## config.mk

```make
export PLATFORM = sky130hd
export DESIGN_NAME = bus_timer_flat
export DESIGN_NICKNAME = d
export VERILOG_FILES = /design/src/rtl/bus_timer_if.sv /design/src/rtl/bus_timer.sv /design/src/flat_wrapper.sv
export SDC_FILE = /design/constraint.sdc
export NUM_CORES = 1
export LEC_CHECK = 0
export BUFFER_PORTS_ARGS = -buffer_cell sky130_fd_sc_hd__buf_2
export CORE_MARGIN = 2
export CORE_UTILIZATION = 51
export CTS_BUF_LIST = sky130_fd_sc_hd__clkbuf_4 sky130_fd_sc_hd__clkbuf_8
export DETAILED_ROUTE_END_ITERATION = 16
export MAX_ROUTING_LAYER = met4
export PLACE_DENSITY_LB_ADDON = 0.3
export SLEW_MARGIN = 20
export SYNTH_ARGS = -nofsm -noshare
export SYNTH_HDL_FRONTEND = slang
export SYNTH_SLANG_ARGS = --single-unit
```

## constraint.sdc

```tcl
create_clock -name clk -period 1.9 [get_ports clk]
set_input_delay 0.19 -clock clk [delete_from_list [all_inputs] [get_ports clk]]
set_output_delay 0.19 -clock clk [all_outputs]
set_load 0.05 [all_outputs]
```

## src/rtl/bus_timer_if.sv

```systemverilog
// Slave-side bus between the CPU data-bus bridge and bus_timer:
// word address/write strobe toward the timer, read data and IRQ back.
interface bus_timer_if;
    logic [31:0] addr;
    logic        WE;
    logic [31:0] WD;
    logic [31:0] RD;
    logic        IRQ;

    modport master (output addr, output WE, output WD, input RD, input IRQ);
    modport slave  (input addr, input WE, input WD, output RD, output IRQ);
endinterface

```

## src/rtl/bus_timer.sv

```systemverilog
// Memory-mapped countdown timer: CTRL/PRESET/COUNT registers in a 16-byte window,
// one-shot or auto-reload countdown, registered interrupt request.
module bus_timer #(
    parameter logic [31:0] BASE = 32'h0000_7F00
) (
    input  logic       clk,
    input  logic       reset,
    bus_timer_if.slave bus
);
    localparam int unsigned DW = 32;
    localparam int unsigned CW = 4;

    typedef enum logic [1:0] {IDLE, LOAD, CNT, INT} state_e;

    state_e        state_q;
    logic [CW-1:0] ctrl_q, ctrl_d;
    logic [DW-1:0] preset_q, preset_d;
    logic [DW-1:0] count_q;
    logic          irq_flag_q, irq_flag_d;
    logic          irq_q, irq_d;

    logic          hit;
    logic [1:0]    offset;
    logic          wr_ctrl, wr_preset;
    logic          en, auto_reload;
    logic          cnt_expire, int_oneshot, int_auto;
    logic          unused_addr_bits;

    assign unused_addr_bits = ^bus.addr[1:0];

    // Address decode and FSM-derived qualifiers
    always_comb begin
        hit         = (bus.addr[DW-1:4] == BASE[DW-1:4]);
        offset      = bus.addr[3:2];
        wr_ctrl     = hit && bus.WE && (offset == 2'd0);
        wr_preset   = hit && bus.WE && (offset == 2'd1);
        en          = ctrl_q[0];
        auto_reload = (ctrl_q[2:1] == 2'b01);
        cnt_expire  = (state_q == CNT) && en && (count_q <= DW'(1));
        int_oneshot = (state_q == INT) && !auto_reload;
        int_auto    = (state_q == INT) && auto_reload;
    end

    // Register-file next state; CPU CTRL write beats the hardware EN clear,
    // and a hardware flag set beats the CPU-write clear.
    always_comb begin
        ctrl_d     = ctrl_q;
        preset_d   = preset_q;
        irq_flag_d = irq_flag_q;
        if (int_oneshot) begin
            ctrl_d[0] = 1'b0;
        end
        if (wr_ctrl) begin
            ctrl_d = bus.WD[CW-1:0];
        end
        if (wr_preset) begin
            preset_d = bus.WD;
        end
        if (wr_ctrl || wr_preset || int_auto) begin
            irq_flag_d = 1'b0;
        end
        if (cnt_expire) begin
            irq_flag_d = 1'b1;
        end
        irq_d = irq_flag_d & ctrl_d[3];
    end

    // Combinational read mux; misses and the reserved slot read zero
    always_comb begin
        bus.RD = '0;
        if (hit) begin
            case (offset)
                2'd0:    bus.RD = {{(DW-CW){1'b0}}, ctrl_q};
                2'd1:    bus.RD = preset_q;
                2'd2:    bus.RD = count_q;
                default: bus.RD = '0;
            endcase
        end
    end

    assign bus.IRQ = irq_q;

    always_ff @(posedge clk or posedge reset) begin
        if (reset) begin
            state_q    <= IDLE;
            ctrl_q     <= '0;
            preset_q   <= '0;
            count_q    <= '0;
            irq_flag_q <= 1'b0;
            irq_q      <= 1'b0;
        end else begin
            ctrl_q     <= ctrl_d;
            preset_q   <= preset_d;
            irq_flag_q <= irq_flag_d;
            irq_q      <= irq_d;
            case (state_q)
                IDLE: begin
                    if (en) begin
                        state_q <= LOAD;
                    end
                end
                LOAD: begin
                    count_q <= preset_q;
                    state_q <= CNT;
                end
                CNT: begin
                    if (!en) begin
                        state_q <= IDLE;
                    end else if (count_q > DW'(1)) begin
                        count_q <= count_q - DW'(1);
                    end else begin
                        count_q <= '0;
                        state_q <= INT;
                    end
                end
                INT: begin
                    state_q <= auto_reload ? LOAD : IDLE;
                end
                default: state_q <= IDLE;
            endcase
        end
    end
endmodule
```

## src/flat_wrapper.sv

```systemverilog
// flat-port wrapper written by rule: the top's interface ports become plain ports
module bus_timer_flat 
#(
    parameter logic [31:0] BASE = 32'h0000_7F00
)
  (clk, reset, bus_addr, bus_WE, bus_WD, bus_RD, bus_IRQ);
  bus_timer_if bus_i ();
  input  logic clk;
  input  logic reset;
  input wire logic [$bits(bus_i.addr)-1:0] bus_addr;
  input wire logic [$bits(bus_i.WE)-1:0] bus_WE;
  input wire logic [$bits(bus_i.WD)-1:0] bus_WD;
  output wire logic [$bits(bus_i.RD)-1:0] bus_RD;
  output wire logic [$bits(bus_i.IRQ)-1:0] bus_IRQ;
  assign bus_i.addr = bus_addr;
  assign bus_i.WE = bus_WE;
  assign bus_i.WD = bus_WD;
  assign bus_RD = bus_i.RD;
  assign bus_IRQ = bus_i.IRQ;
  bus_timer #(.BASE(BASE)) u_core (.clk(clk), .reset(reset), .bus(bus_i));
endmodule
```

; Word level (Yosys, flattened, before mapping)
; Index checks and enable logic that the tools add are counted.
[totals]
regBits = 72
input_bits = 67
output_inout_bits = 33
elab_cells = 52
[op_classes]
n_addsub = 1
n_lt_le_gt_ge = 2
eq_ne = 10
mux = 14
bitwise = 1
n_reduce_logical = 16
[op_table]
columns = op, count
row1 = $mux 32, 3
row2 = $pmux 32 s3, 1
row3 = $pmux 32 s2, 1
row4 = $gt 32x1->1 const B, 1
row5 = $le 32x1->1 const B, 1
row6 = $sub 32x1->32 const B, 1
row7 = $eq 28x11->1 const B, 1
row8 = $pmux 2 s4, 1
row9 = $logic_and 1x1->1, 7
row10 = $eq 2x1->1 const B, 3
row11 = $eq 2x2->1 const B, 3
row12 = $mux 2, 3
row13 = $logic_not 2->1, 2
row14 = $mux 1, 4
row15 = $mux 4, 1
row16 = $ne 2x1->1 const B, 2
row17 = $reduce_and 2->1, 2
row18 = $reduce_bool 2->1, 2
row19 = $ne 3x3->1 const B, 1
row20 = $logic_or 1x1->1, 2
row21 = $and 1x1->1, 1
row22 = $logic_not 1->1, 1

; Depth between registers and ports, before layout
; Gate-level depths: netlist (run 1).
[logic_depth]
ltp_word = 8
ltp_mapped = 9
mapped_depth_nobuf = 7

; Worst setup path after synthesis (run 1)
; No wires, ideal clock.
[synth_path]
path_kind = input to output
start = in bus_addr[3]
end = out bus_RD[11]
arrival_ns = 1.968
required_ns = 1.710
setup_slack_ns = -0.258
path_stages = 6
n_path_buf = 3
path_cell_list = clkbuf_1 nor2b_1 clkbuf_1 clkbuf_1 a22oi_1 nor2_1
[synth_via]
elab_chain_len = 3
word_cells_on_any_way = 5
cone_classes = eq/ne: 2 / mux: 2 / reduce/logical: 1
[synth_lines]
columns = item, line
row1 = start: declaration, flat_wrapper.sv:10  ; input wire logic [$bits(bus_i.addr)-1:0] bus_addr;
row2 = $eq 2x2->1 (tied with other cells), bus_timer.sv:72  ; case (offset)
row3 = $pmux 32 s3 (*), bus_timer.sv:72
row4 = $mux 32 (*), bus_timer.sv:71  ; if (hit) begin
row5 = end: declaration, flat_wrapper.sv:13  ; output wire logic [$bits(bus_i.RD)-1:0] bus_RD;
; Mark *: on every way between the ends. The rest lies on a longest branch, timed or not.

; Worst setup path in the final report (run 1)
[layout_path]
start = reg u_core.count_q[31]
end = reg u_core.count_q[29]
[layout_via]
elab_chain_len = 4
[layout_lines]
columns = item, line
row1 = start: declaration, bus_timer.sv:18  ; logic [DW-1:0] count_q;
row2 = start signal: assignment, bus_timer.sv:103  ; count_q <= preset_q;
row3 = start signal: assignment, bus_timer.sv:110  ; count_q <= count_q - DW'(1);
row4 = $gt 32x1->1, bus_timer.sv:109  ; end else if (count_q > DW'(1)) begin
row5 = $mux 32, bus_timer.sv:109
row6 = $mux 32, bus_timer.sv:107  ; if (!en) begin
row7 = $pmux 32 s2, bus_timer.sv:96  ; case (state_q)
; Every way passes these cells. The select of a mux whose other input is x is not followed.
; A chain may end at the register's enable or synchronous reset.

==> results of run 1 <==
cell usage after synthesis, drive strengths merged (3+ instances only):
cell type	n
nor4b	4
dfrtp	72
nand4	14
mux2	35
a22oi	44
nor3	18
a221o	5
buf	14
o41ai	7
and2	3
o31ai	10
a32oi	3
a31oi	8
a21oi	7
inv	14
nand2	24
o211ai	3
clkbuf	26
nand3	18
mux2i	10
nor2b	5
nor4	14
o21ai	18
or4	6
nand2b	3
and4	3
nor2	53
final cells by class:
type / count / share of cell area [%]
multi-input cells: 345 / 44.38
flip-flops and latches: 72 / 26.35
repair buffers: 214 / 23.19
clock buffers: 13 / 2.339
well taps: 108 / 1.973
clock inverters: 3 / 0.9501
inverters: 14 / 0.8222
kinds of logic after synthesis:
family | after synthesis
buffers and inverters | 54
adders and majority gates | 2
AOI/OAI and AO/OA | 121
DFF | 72
muxes | 45
and+or+nand+nor | 177
sequential cells by signal, indices dropped and copies added, names as in the netlist:
signal	count
u_core.bus.IRQ	1
u_core.count_q	32
u_core.ctrl_q	4
u_core.irq_flag_q	1
u_core.preset_q	32
u_core.state_q	2
power by group:
part           switching, mW  total, mW  leakage, nW  internal [mW]
clock                  0.588       1.41        0.118          0.819
combinational         0.0872      0.156         2.12         0.0688
sequential       0.000000157       1.53        0.998           1.53
repair_timing:
item / in CTS / in global routing
buffers inserted: 12 / 5
gates resized for setup: 82 / 74
pin swaps: 22 / 29
hold buffers: 1 / 0
endpoints found under the setup margin: 59 / 79
cloned: 2 / 0
hold endpoints to repair: 21 / 0
metrics by stage:
stage	hold WS, ns	area (sq um)	setup slack, ns	std cells	total power, mW
after floorplan	0.3210	4657	-0.1588	471	1.618
after global placement	0.2672	5877	-0.1381	734	1.708
after detailed placement	0.2650	5877	-0.2515	734	1.714
after CTS	0.05191	6499	-0.1254	765	3.102
after global routing	0.05307	6848	-0.2875	769	3.185
final	0.05705	6848	-0.2344	769	3.094
layer usage:
layer	up-vias	wire length [um]	GRT usage (%)
met1	2331	6175	42.02
met2	258	7469	49.18
met3	48	1182	6.403
met4	0	418	10.26
li1	2184	-	-
met5	-	0	-
how the worst min path moves through the flow:
| stage | endpoint | slack, ns | depth (start not counted) |
|---|---|---|---|
| 2_1_floorplan | u_core.ctrl_q[0]$_DFFE_PP0P_ | 0.32 | 2 |
| 3_3_place_gp | u_core.preset_q[10]$_DFFE_PP0P_ | 0.27 | 2 |
| 3_5_place_dp | u_core.preset_q[10]$_DFFE_PP0P_ | 0.27 | 2 |
| 4_1_cts | u_core.preset_q[9]$_DFFE_PP0P_ | 0.05 | 2 |
| 5_1_grt | u_core.preset_q[9]$_DFFE_PP0P_ | 0.05 | 2 |
| 6_report | u_core.preset_q[9]$_DFFE_PP0P_ | 0.06 | 2 |
worst max-delay path, delay by kind of cell (launching register included):
kind,cells,cell delay (ns)
DFF,1,0.44
AOI/OAI and AO/OA,1,0.25
and+or+nand+nor,4,1.33
==> flow_results.org, run 1 <==
** Outcome
- Status :: finished with violations
- The final reports fail on setup timing.

** Global routing
- The first global-routing pass estimated 24.01 mm of wire.
- Grt total ovfl :: 0
- Pin count of the biggest net entering global routing :: 38
- All-layer global routing usage :: about a third
- The number of antenna violations at the first check in global routing is 0.
- Vias in the first global route :: a little under 5000

** Critical path
- Maximum fanout encountered on the critical timing path :: 3
- Data arrival time of the critical path :: 2.36 ns
- Setup crit start kind :: flip-flop
- STA classifies the critical path endpoint as a flip-flop.
- Critical path class :: reg2reg
- Worst setup path endpoint :: u_core.count_q[29]$_DFFE_PP0P_
- Launching element of the worst setup path :: u_core.count_q[31]$_DFFE_PP0P_
- Cell with the largest stage delay on the worst path :: or4_4
- Worst setup slack for register-to-register paths :: -0.23 ns
- STA puts the critical path data required time at 2.12 ns.
- Start of the worst register-to-register path :: u_core.count_q[31]$_DFFE_PP0P_
- Counting cells, the worst reg-to-reg path comes to 5.
- The signal on the critical path passes through nor4_1 -> nand4_1 -> or4_4 -> and3_4 -> a221o_1.
- Slowest stage delay, CP :: 0.50 ns
- The worst register-to-register path ends at u_core.count_q[29]$_DFFE_PP0P_.

** Synthesis
- Cell variety after synth :: 64
- For this run, the number of Yosys warnings is 0.
- The share of the Yosys chip area taken by registers is a little over 40%.
- Each instance of the synthesized netlist takes up on average 9.473 sq um.
- By area, the combinational part of the netlist is dominated by simple AND/OR/NAND/NOR gates.
- Summing the areas of all and, or, nand and nor instances in the mapped netlist gives 22.80% of the synthesized area.
- Synthesized flop and latch total :: 72
- For this run, asynchronously set or reset flops after synthesis account for 100.0%.
- Area share of the largest cell type after synthesis :: 40.38%
- Mux contribution to synthesized area :: ~11%
- After technology mapping, the gate count stands at about 470.
- The largest total area in the synthesized netlist belongs to dfrtp_1.
- Leading post-synthesis cells by cell area :: dfrtp_1 40%, mux2_2 8.3%, a22oi_1 7.4%
- Cell area after synthesis :: 4462 sq um
- When the netlist entered floorplanning its net count stood at 540.
- Yosys mapped a number of flops with a built-in enable equal to 0.
- Most frequently used flop master after synthesis :: dfrtp_1
- Post-synthesis share of cell area spent on xor and xnor gates :: 0%
- Synthesized-area fraction occupied by ao, oa, aoi and oai cells :: 19.94%
- Of the total synthesized cell area, the portion taken by full adders, half adders and majority gates is 0.5609%.

** Routing
- Number of vias per cell :: 6.269
- Number of vias after detailed routing :: 4821
- Number of nets still failing antenna checks after routing :: 0
- For this run, design rule violations remaining after detail routing come to 0.
- Before antenna repair, the detailed router went through 5 iterations.
- Wires add up to between 15 and 20 mm.
- Routed length per instance :: 19.82 um
- Starting DRT DRC Count :: 426

** Clock tree
- Clock slew at the register clock pins of the worst setup and hold paths :: 0.08 ns
- The H-tree was split into 3 levels.
- Clock tree synthesis inserted a total of 9 buffers.
- Number of clock sinks :: roughly 70
- TritonCTS built the clock tree.
- The tree is rooted in a clkbuf_8.
- Worst skew pair latency :: between 0.3 and 0.4 ns
- The clock passes through at most 2 buffers.

** Power
- Peak ir drop on the vdd network :: approximately 0.00031 V
- For this design the ratio of total power to cell area is 451.8 nW/um^2.
- The analysis attributes to cell leakage a power of 3.235 nW.

** Timing
- On the final layout, the worst clock skew is 0.01007 ns.
- Counting I/O delays and the setup requirement, the final critical path takes about 2.1 ns.
- Aggregate negative setup slack :: -2.955 ns
- Worst Max-Slew Pin Slew :: 0.5574 ns
- Count of pins over their slew limit :: 0
- Based on the critical path, the design can be clocked at up to between 400 and 500 MHz.
- Count of endpoints failing hold in the final timing report :: 0
- Minimum setup slack in the final design :: -0.2344 ns
- The worst path uses 112.3% of the clock period.
- Setup repair after global routing missed its margin :: yes
- Setup violations remaining at the end of the flow were counted as 29.
- Worst slew margin relative to its limit :: 62.76%

** Min path
- The worst hold path begins at bus_WD[9].
- In this run the worst hold path is classified as in2reg.

** Placement
- The count of buffers added on input and output ports is a little under 100.
- The congestion estimate from routability-driven global placement came to about 0.99.
- Detailed placement ended at an HPWL of about 10 mm.

** Run
- Across the run, the number of max-cap violations was 0.

** Die
- After floorplanning, the core was divided into 34 placement rows.
- Pin placement for this block handled 100 I/O pins.
- In this run the vertical extent of the chip is 97.54 um.
- Die width :: 97.54 um
- Placeable Area :: 8593 sq um
- Area enclosed by the die boundary :: 9513 sq um
- Initial core utilization :: 51.92%

** Layout
- Counting the fill cells in the layout gives between 500 and 600.
- The number of antenna diodes in the final layout is 0.
- Multi-input gate area :: 3039 sq um
- Registers take 1804 sq um.
- Commonest cells after routing, fill and taps aside :: 110 x buf_4, 70 x dfrtp_1, 66 x buf_2, 42 x a22oi_1, 33 x mux2_2
- The library cell used most frequently in the layout, excluding fill and tap cells, is buf_4.
- The final layout contains around 730 nets.
- From synthesis to final layout, the design area changed by 53.48%.
- Share of cells above drive strength 1 :: 56.13%
- Final core utilization :: 79.69%
Power figures use the tool's default switching activity.
==> inputs of run 2 (changes only) <==
ABC_AREA = 1   (was default)
CORE_UTILIZATION = 52   (was 51)
SKIP_LAST_GASP = 1   (was default)
==> flow_results.org, run 2 <==
** Critical path
- Among the stages of the critical path, the cell type that occurs most often is nor2_1.
- Start of the worst register-to-register path :: u_core.count_q[3]$_DFFE_PP0P_
- Critical path class :: reg2out
- Worst r2r dst :: u_core.count_q[25]$_DFFE_PP0P_
- On the critical path, the stage with the largest delay is an instance of dfrtp_1.
- The kind of cell with the highest combined delay along the critical path is buffers and inverters.
- The number of cell instances on the worst register-to-register path is 8 (+3).
- Critical path capture point type :: primary output
- STA classifies the critical path startpoint as a flip-flop.
- CP required :: 1.71 ns (-0.41 ns)
- The arrival time reported for the critical path endpoint was 1.57 ns (-0.79 ns).
- The maximum fanout along the worst path is 4 (+1).
- Critical path buffer and inverter count :: 3 (+3)
- Slowest stage delay, CP :: 0.42 ns (-0.08 ns)
- Worst setup slack for register-to-register paths :: 0.17 ns (+0.40 ns)
- Crit path cell chain :: inv_2 -> buf_4 -> nor2_1 -> a221oi_1 -> nor2_1 -> buf_2

** Synthesis
- The most used flip-flop cell after synthesis is dfrtp_1.
- Leading post-synthesis cells by cell area :: dfrtp_1 38%, nand2_1 23%, nor2_1 6.5%
- Combinational family with the most area after synthesis :: simple AND/OR/NAND/NOR gates
- In the post-synthesis netlist, the cell with the most instances is nand2_1.
- The area of the mapped netlist was 4800 sq um (+7.6%).
- The share of the yosys chip area belonging to registers came to 37.54% (-2.8 points).
- Cell variety after synth :: 27 (-58%)
- The average cell area after synthesis came to 6.512 sq um (-31%).
- Mux contribution to synthesized area :: 0% (-11 points)
- Syn nets :: 806 (+49%)
- The number of synthesized flops with an enable pin was 0 (unchanged).
- Number of warning messages in the yosys log :: 0 (unchanged)
- Cell taking the most area after synthesis :: dfrtp_1
- The number of storage elements in the synthesis netlist was 72 (unchanged).
- Synthesized-area fraction occupied by ao, oa, aoi and oai cells :: 11.11% (-8.8 points)
- Ranked by instance count, the synthesized netlist is headed by 296 x nand2_1, 83 x nor2_1, 72 x dfrtp_1.
- Synth Area in Adders :: 0.5214% (-0.039 points)
- The post-synthesis share of cell area spent on xor and xnor gates is 2.737% (+2.7 points).
- Area share of the largest cell type after synthesis :: 37.54% (-2.8 points)
- Simple-gate share of the synthesized area :: 40.22% (+17 points)
- Number of instances in the synthesized netlist :: 737 (+56%)
- The post-synthesis async set-or-reset flop share is 100.0% (unchanged).

** Timing
- Post-layout minimum cycle time :: 1.756 ns (-0.3781 ns)
- Endpoints failing setup :: 0 (-100%)
- The maximum operating frequency is 569.4 MHz (+22%).
- The total count of max-transition violations in the final report came to 0 (unchanged).
- Worst Max-Slew Pin Slew :: 0.5230 ns (-0.03438 ns)
- The relative slew slack was 65.08% (+2.3 points).
- Worst Clk Skew :: 0.01524 ns (+0.005170 ns)
- Count of endpoints failing hold in the final timing report :: 0 (unchanged)
- Setup repair after global routing missed its margin :: no
- Worst hold slack across all endpoints :: 0.06575 ns (+0.008702 ns)
- The final cycle utilization of the critical path came to 92.44% (-20 points).

** Global routing
- Pin count of the biggest net entering global routing :: 73 (+92%)
- The number of antenna violations at the first check in global routing was 0 (unchanged).
- The all-layer global routing usage was 28.70% (-3.0 points).
- Vias in the first global route :: 4690 (-2.5%)
- Global-route wire length before repair :: 22.31 mm (-7.1%)
- The total grt overflow came to 0 (unchanged).

** Power
- The total power divided by cell area was 516.3 nW/um^2 (+14%).
- Static Leakage :: 3.169 nW (-2.0%)
- Peak ir drop on the vdd network :: 0.0003277 V (+4.1%)

** Placement
- The placed wire-length estimate was 9.738 mm (-2.9%).
- # placed instances :: 939 (+28%)
- Routability cong. :: 0.9272 (-6.0%)
- The number of port buffers is 97 (unchanged).

** Run
- Total of max-cap violations :: 0 (unchanged)

** Clock tree
- The clock net sink count is 72 (unchanged).
- The clock transition at the registers of the reported paths was 0.09 ns (about the same).
- Maximum buffer depth of the clock tree :: 2 (unchanged)
- The clock latency reported for the late side of the worst-skew pair is 0.35 ns (about the same).
- CTS H-tree lvls :: 3 (unchanged)
- The tree is rooted in a clkbuf_8.
- The total CTS buffers is 9 (unchanged).
- CTS tree :: built

** Min path
- The cell depth of the worst hold path was 3 (+1).
- In this run the worst hold path is classified as in2reg.
- In this run the most critical hold path is launched from bus_WD[23].
- Capture endpoint of the worst hold path :: u_core.preset_q[23]$_DFFE_PP0P_

** Layout
- Fill cell total of the finished layout :: 848 (+58%)
- Largest registers in the final layout :: u_core.count_q: 32 flops, u_core.preset_q: 32 flops, u_core.ctrl_q: 4 flops
- Net total in the final layout :: 912 (+26%)
- Number of inserted diodes :: 0 (unchanged)
- Syn-to-layout area delta :: 19.81%
- Leaving out fill and tap cells, the most frequent cell in the layout is nand2_1.
- The fraction of layout cells with a size suffix above 1 was 22.29% (-34 points).
- Footprint of the flip-flops and latches :: 1803 sq um (about the same)
- The final cell count without fillers was 959 (+25%).
- In the layout the commonest cells are 295 x nand2_1, 97 x buf_2, 79 x nor2_1, 71 x dfrtp_1, 59 x inv_1.
- Multi-input gate area :: 2659 sq um (-13%)

** Routing
- First-pass detailed-route iteration total :: 5 (unchanged)
- Routed length per instance :: 13.86 um (-30%)
- Drt total wl :: 13.29 mm (-13%)
- The final routed DRC violation total was 0 (unchanged).
- The total via count in the routed design was 4928 (+2.2%).
- Number of nets still failing antenna checks after routing :: 0 (unchanged)
- The number of DRC markers after the initial detailed-route iteration came to 265 (-38%).
- The via density per instance is 5.139 (-18%).

** Die
- Number of ports placed on the die boundary :: 100 (unchanged)
- The number of cell rows was 35 (+2.9%).
- The initial standard-cell utilization of the core came to 52.69% (+0.77 points).
- The die boundary height was 100.1 um (+2.6%).
- The core area came to 9109 sq um (+6.0%).
- The area of the die came to 10010 sq um (+5.3%).
- The die extent in x is 100.1 um (+2.6%).

** Outcome
- Status :: complete, no violations
==> run 2: cells by family after synthesis <==
group | count (synthesis)
and+or+nand+nor | 455
AOI/OAI and AO/OA | 100
buffers and inverters | 93
DFF | 72
xor gates and xnor gates | 15
adders and majority gates | 2
==> run 2: through the flow <==
step	total power, mW	setup slack, ns	instance area (sq um)	util (%)	TNS [ns]
2_1_floorplan	1.633	0.003561	4803	-	0
3_3_place_gp	1.731	0.07481	5482	60.18	0
3_5_place_dp	1.738	-0.007131	5482	60.18	-0.01317
4_1_cts	2.993	0.03318	5718	62.77	0
5_1_grt	3.082	0.01199	5751	63.13	0
6_report	2.969	0.1437	5751	63.13	0
==> run 2: layout make-up <==
cell class,count,share of cell area [%]
clock buffer,11,2.524
clock inverter,5,0.9791
inverter,67,4.439
multi-input combinational,572,46.24
sequential,72,31.35
tap,111,2.415
timing repair buffer,121,12.05
==> run 2: worst reg2reg max path: stages (launching register included) <==
cell and delay, ns:
dfrtp_1 0.45, nor2_1 0.23, nand3_1 0.15, nor2_1 0.35
nand4_1 0.16, nand3_1 0.13, nand2_1 0.06, nand2_1 0.05
nand2_1 0.05
==> run 2: how the worst max path moves through the flow <==
stage	startpoint	endpoint	slack [ns]	cells past startpoint
after global placement	u_core.count_q[1]$_DFFE_PP0P_	u_core.count_q[22]$_DFFE_PP0P_	0.07	13
after global routing	u_core.count_q[1]$_DFFE_PP0P_	u_core.count_q[0]$_DFFE_PP0P_	0.01	13
after floorplan	bus_addr[23]	bus_RD[25]	0.004	8
final	u_core.count_q[0]$_DFFE_PP0P_	bus_RD[0]	0.14	6
after detailed placement	u_core.count_q[0]$_DFFE_PP0P_	u_core.count_q[30]$_DFFE_PP0P_	-0.007	13
after CTS	u_core.count_q[1]$_DFFE_PP0P_	u_core.count_q[20]$_DFFE_PP0P_	0.03	13
==> run 2: repair_timing <==
item / 4_1_cts / 5_1_grt
endpoints found under the hold margin: 72 / 0
gates resized for setup: 1 / 9
cloned: 0 / 0
setup endpoints to repair: 8 / 30
pin swaps: 1 / 0
hold buffers: 1 / 0
buffers inserted: 3 / 0
==> run 2: layer usage <==
layer / track usage [%] / share of wire [%] / up-vias
met5: - / 0 / -
met2: 46.47 / 48 / 121
met3: 3.691 / 3.6 / 14
met4: 6.744 / 1.2 / 0
li1: - / - / 2526
met1: 38.76 / 48 / 2267
==> run 2: report_power, final <==
part / switching (mW) / internal [mW] / total, mW
combinational: 0.105 / 0.0726 / 0.177
sequential: 0.0000000247 / 1.53 / 1.53
clock: 0.605 / 0.656 / 1.26
total: 0.710 / 2.26 / 2.97
